==> config.mk <==
export PLATFORM = sky130hd
export DESIGN_NAME = mult_seq_shift_add
export DESIGN_NICKNAME = d
export VERILOG_FILES = /design/src/rtl/mult_seq_shift_add.sv
export SDC_FILE = /design/constraint.sdc
export NUM_CORES = 1
export LEC_CHECK = 0
export BUFFER_PORTS_ARGS = -buffer_cell sky130_fd_sc_hd__buf_2
export CORE_UTILIZATION = 54
export DETAILED_ROUTE_END_ITERATION = 10
export PLACE_DENSITY_LB_ADDON = 0.08
export RECOVER_POWER = 25
export SLEW_MARGIN = 20
export SYNTH_ARGS = -nofsm -noshare
export SYNTH_HDL_FRONTEND = slang
export SYNTH_SLANG_ARGS = --single-unit
==> constraint.sdc <==
create_clock -name clk -period 2.28 [get_ports clk]
set_clock_uncertainty 0.1 [all_clocks]
set_input_delay 0.228 -clock clk [delete_from_list [all_inputs] [get_ports clk]]
set_output_delay 0.228 -clock clk [all_outputs]
set_load 0.01 [all_outputs]
==> src/rtl/mult_seq_shift_add.sv <==
// Sequential shift-and-add unsigned multiplier.
// One operand pair is taken over a valid/ready handshake, one multiplier bit
// is folded into the accumulator per cycle, and the full-width product is
// offered downstream over a second valid/ready handshake.
module mult_seq_shift_add #(
  parameter int MW = 3,
  parameter int QW = 2
) (
  input  logic             clk,
  input  logic             rst_n,
  input  logic             in_valid,
  output logic             in_ready,
  input  logic [MW-1:0]    m_in,
  input  logic [QW-1:0]    q_in,
  output logic             out_valid,
  input  logic             out_ready,
  output logic [MW+QW-1:0] product,
  output logic             busy
);

  localparam int PW = MW + QW;
  localparam int CW = (QW > 1) ? $clog2(QW) : 1;
  localparam logic [CW-1:0] CNT_LAST = CW'(QW - 1);

  typedef enum logic [1:0] {
    IDLE = 2'd0,
    CALC = 2'd1,
    DONE = 2'd2
  } state_t;

  state_t          state;
  logic [MW-1:0]   m_reg;
  logic [QW-1:0]   q_reg;
  logic [PW-1:0]   acc;
  logic [CW-1:0]   cnt;
  logic [PW-1:0]   row;
  logic [PW-1:0]   acc_sum;

  // Partial-product row for the current multiplier bit, placed at weight 2^cnt.
  always_comb begin
    row     = {{QW{1'b0}}, m_reg & {MW{q_reg[cnt]}}} << cnt;
    acc_sum = acc + row;
  end

  // Control FSM; every output is registered so in_ready depends on state only.
  always_ff @(posedge clk or negedge rst_n) begin
    if (!rst_n) begin
      state     <= IDLE;
      m_reg     <= '0;
      q_reg     <= '0;
      acc       <= '0;
      cnt       <= '0;
      in_ready  <= 1'b1;
      out_valid <= 1'b0;
      product   <= '0;
      busy      <= 1'b0;
    end else begin
      case (state)
        IDLE: begin
          if (in_valid) begin
            m_reg    <= m_in;
            q_reg    <= q_in;
            acc      <= '0;
            cnt      <= '0;
            state    <= CALC;
            in_ready <= 1'b0;
            busy     <= 1'b1;
          end
        end
        CALC: begin
          acc <= acc_sum;
          if (cnt == CNT_LAST) begin
            // Hold cnt on the last bit so it never passes QW-1.
            state     <= DONE;
            out_valid <= 1'b1;
            product   <= acc_sum;
          end else begin
            cnt <= cnt + CW'(1);
          end
        end
        DONE: begin
          if (out_ready) begin
            state     <= IDLE;
            out_valid <= 1'b0;
            product   <= '0;
            busy      <= 1'b0;
            in_ready  <= 1'b1;
          end
        end
        default: begin
          state     <= IDLE;
          out_valid <= 1'b0;
          product   <= '0;
          busy      <= 1'b0;
          in_ready  <= 1'b1;
        end
      endcase
    end
  end

endmodule

# Word-level counts from Yosys, hierarchy flattened
# Cells that the tools add are included.
# Widths: inputs -> output; s select.
[totals]
out_inout_bits = 8
rom_bits = 0
inputBits = 9
latchBits = 0
ram_bits = 0
register_bits = 21
memories = 0
[op_classes]
mul = 0
n_addsub = 2
n_reduce_logical = 7
mux = 21
shifts = 1
div_mod_pow = 0
bitwise = 3
n_eq_ne = 5
magnitude_cmp = 1
[op_table]
columns = ["op", "n"]
rows = [
  ["$mux 5", 3],
  ["$pmux 5 s3", 1],
  ["$pmux 5 s2", 1],
  ["$pmux 1 s3", 3],
  ["$reduce_and 3->1", 3],
  ["$mux 1", 8],
  ["$mux 2", 3],
  ["$ne 2x2->1 const B", 3],
  ["$pmux 2 s3", 1],
  ["$add 5x5->5", 1],
  ["$shl 3x1->5", 1],
  ["$reduce_and 2->1", 2],
  ["$and 3x3->3", 1],
  ["$eq 2x1->1 const B", 1],
  ["$eq 2x2->1 const B", 1],
  ["$logic_not 2->1", 1],
  ["$lt 1x2->1 const B", 1],
  ["$not 1->1", 2],
  ["$pmux 1 s2", 1],
  ["$reduce_bool 2->1", 1],
  ["$add 1x1->1 const B", 1],
]

# Logic depth before layout (Yosys ltp)
[logic_depth]
word_depth = 7
ltp_mapped = 8
depth_no_buf = 7

# Worst setup path after synthesis
# Ideal clock, no wire load.
[synth_path]
path_kind = "register -> register"
startpoint = "register cnt"
endpoint = "register product[4]"
arrival_ns = 1.677
path_stages_with_launch = 9
t_required_ns = 2.058
path_slack_ns = 0.381
path_cell_list = "dfrtp_1 -> buf_2 -> inv_1 -> and3_1 -> ha_1 -> fa_1 -> nand3_1 -> nand3b_1 -> a32o_1"
[synth_via]
elab_chain_len = 7
elab_cells_between_ends = 9
cone_classes = "add/sub: 1; eq/ne: 1; shift: 1; mux: 4; bitwise: 1; reduce/logical: 1"
[synth_lines]
columns = ["item", "line", "text"]
rows = [
  ["from (decl)", "35", "logic [CW-1:0] cnt;"],
  ["from (signal assigned)", "78", "cnt <= cnt + CW'(1);"],
  ["$mux 1 (not written as such) (2 in series)", "41", "row = {{QW{1'b0}}, m_reg & {MW{q_reg[cnt]}}} << cnt;"],
  ["$and 3x3->3", "41", ""],
  ["$shl 3x1->5", "41", ""],
  ["$add 5x5->5", "42", "acc_sum = acc + row;"],
  ["$mux 5", "72", "if (cnt == CNT_LAST) begin"],
  ["$pmux 5 s3", "58", "case (state)"],
  ["to (signal assigned)", "76", "product <= acc_sum;"],
  ["to (decl)", "17", "output logic [MW+QW-1:0] product,"],
]
# Parallel ways exist; a longest one is shown, timed or not. The select of a mux whose other input is x is not followed.
# A chain may end at the register's enable or synchronous reset.

# Final worst setup path
# Same ends and word-level chain as after synthesis.

==> results.cfg <==
[outcome]
outcome = finished clean

[drt]
drc = 0
wl_per_cell_um = 14.1
routed_wl_um = 1960
viasPerCell = 5.51
postRouteAntennaNets = 0
first_pass_iters = 4
num_vias = 766
dr.first_iter.drc_count = 14

[cts]
postCtsSetupRepairBufs = 0
clk-insertion-delay-late_ns = 0.30
cts_root_buffer = clkbuf_4
clkSlewWorstSetupHoldPaths_ns = 0.11
cts_max_level = 1
cts_made_buffers = 3
clock_path_buffers = 2
cts_resized = 0
cts_hold_buf = 1
cts_sinks = 21
cts_tree = yes

[synth]
synthCells = 96
async_flop_share = 1.00
synth-edff-count = 0
ys_types = 36
seq_area_frac_synth = 0.492
syn-cell-area_sq_um = 1070
postSynthAreaPerCell_sq_um = 11.2
synth.net_count = 111
ys_ff_latch = 21
synthFlopType = dfrtp_1
yosysWarnings = 0

[setup_path]
cp.required_ns = 2.37
crit_fanout = 10
crit_type = reg2reg
cp.arrival_ns = 2.17
cp-end-kind = flip-flop
critPathLaunchType = flip-flop

[pwr]
leakage_uw = 0.000599
p_int_uw = 928
p_comb_frac = 0.434
ir_worst_vdd_mv = 0.681
p_sw_uw = 619
p_seq_frac = 0.456
swShare = 0.400
pwr-share-clk = 0.111
power.density_nw_per_um2 = 1300

[placement]
port-buffer-count = 16
dp_hpwl_um = 1490
gp_congestion = 0.867
placed_cells = 134
placed_area_sq_um = 1160

[sta]
tightest_slew_ns = 1.10
finalSetupTns_ns = 0
layout_min_cycle_time_ns = 2.07
slew_headroom = 0.270
holdWs_ns = 0.0522
finalCritPeriodShare = 0.909
rsz0062_at_grt = no
setup_viol = 0
timing.fmax_mhz = 482
maxSlewViolCount = 0
hold_violations = 0

[cells_and_area]
area_growth_pct = 11.4
drive_gt1_frac = 0.254
diodes = 0
fin_util = 0.669
instances_no_fill = 139
fin_nets = 130
final_cell_area_sq_um = 1190

[die]
ioPinCount = 17
fp.coreArea_sq_um = 1780
dieArea_sq_um = 2170
start_util = 0.601
rows = 15
die_w_um = 46.5
die_h_um = 46.5

[grt]
grt_antenna_before_repair = 0
track_usage = 0.221
first_global_vias = 679
grt_max_degree = 22
grt_pass1_wl_um = 3190
gr-total-overflow = 0

[flow_run]
drv_cap = 0

[hold_path]
hp-class = in2reg
[worst paths after layout]
path / from / depth (start not counted) / slack [ns] / to
max: cnt / 7 / 0.21 / product[4]
min: m_in[1] / 2 / 0.05 / m_reg[1]
max reg2reg: cnt / 7 / 0.21 / product[4]
min reg2reg: product[1] / 1 / 0.40 / product[1]
max in group asynchronous: rst_n / 2 / 0.88 / product[4]
min in group asynchronous: rst_n / 2 / 0.54 / state[1]
[per-stage QoR]
step,power (uW),setup WS [ns]
floorplan,1200,0.381
global placement,1340,0.311
detailed placement,1380,0.229
CTS,1550,0.206
global route,1680,0.0447
finish,1550,0.206
[cells in the final DEF, fill, tap and decap left out, drive strengths merged, types with 2 or more instances in the layout]
| cell | count |
|---|---|
| dfrtp | 20 |
| buf | 15 |
| nand2 | 10 |
| nand3 | 6 |
| o21ai | 6 |
| mux2 | 5 |
| ha | 5 |
| clkbuf | 5 |
| nor2 | 4 |
| a21oi | 4 |
| a22o | 4 |
| inv | 3 |
| and3 | 2 |
| a211o | 2 |
| nand3b | 2 |
| nor3b | 2 |
| nor2b | 2 |
[Yosys cell counts, types with 2 or more instances]
master | number | area, sq um
and3_1 | 2 | 12.5
o21ai_0 | 6 | 30.0
nand3b_1 | 2 | 15.0
a211o_1 | 2 | 17.5
nand2_1 | 10 | 37.5
a21oi_1 | 4 | 20.0
mux2_2 | 5 | 56.3
nor2_1 | 4 | 15.0
a22o_1 | 4 | 35.0
nand3_1 | 6 | 30.0
inv_1 | 3 | 11.3
dfrtp_1 | 20 | 500
ha_1 | 5 | 62.6
[cells by family (layout without fill, tap and decap cells)]
kind of cell,after synthesis,after routing,synth area share
adder cells (fa/ha/maj),6,6,0.0771
buffers and inverters,6,24,0.0327
AO/OA/AOI/OAI,23,23,0.151
XOR/XNOR,1,1,0.00818
AND/OR/NAND/NOR,33,33,0.178
flip-flops,21,21,0.492
multiplexers,6,6,0.0619
[per-layer routing]
layer | global-route usage | share of wire
met3 | 0.0235 | 0.021
met5 | 0 | 0
met4 | 0.141 | 0.025
met1 | 0.298 | 0.49
met2 | 0.333 | 0.47
[area by class of cell]
type	count	area (sq um)
inverter	3	11.3
timing repair buffer	17	88.8
clock buffer	4	26.3
sequential	21	527
fill	142	589
multi-input combinational	69	509
tap	25	31.3
[power groups by stage]
stage / logic, uW / clock network [uW] / registers [uW]
6_report: 671 / 171 / 705
3_5_place_dp: 666 / 0 / 712
2_1_floorplan: 539 / 0 / 657
4_1_cts: 672 / 179 / 703
3_3_place_gp: 643 / 0 / 699
5_1_grt: 751 / 194 / 732
[worst max-delay path, stage by stage, from the launching register on]
cell,delay [ns]
dfrtp_1,0.50
inv_1,0.10
and3_1,0.16
ha_1,0.20
fa_1,0.41
nand3_1,0.13
nand3b_1,0.10
a32o_1,0.27
Note: power is estimated with default switching activity, not from simulation.
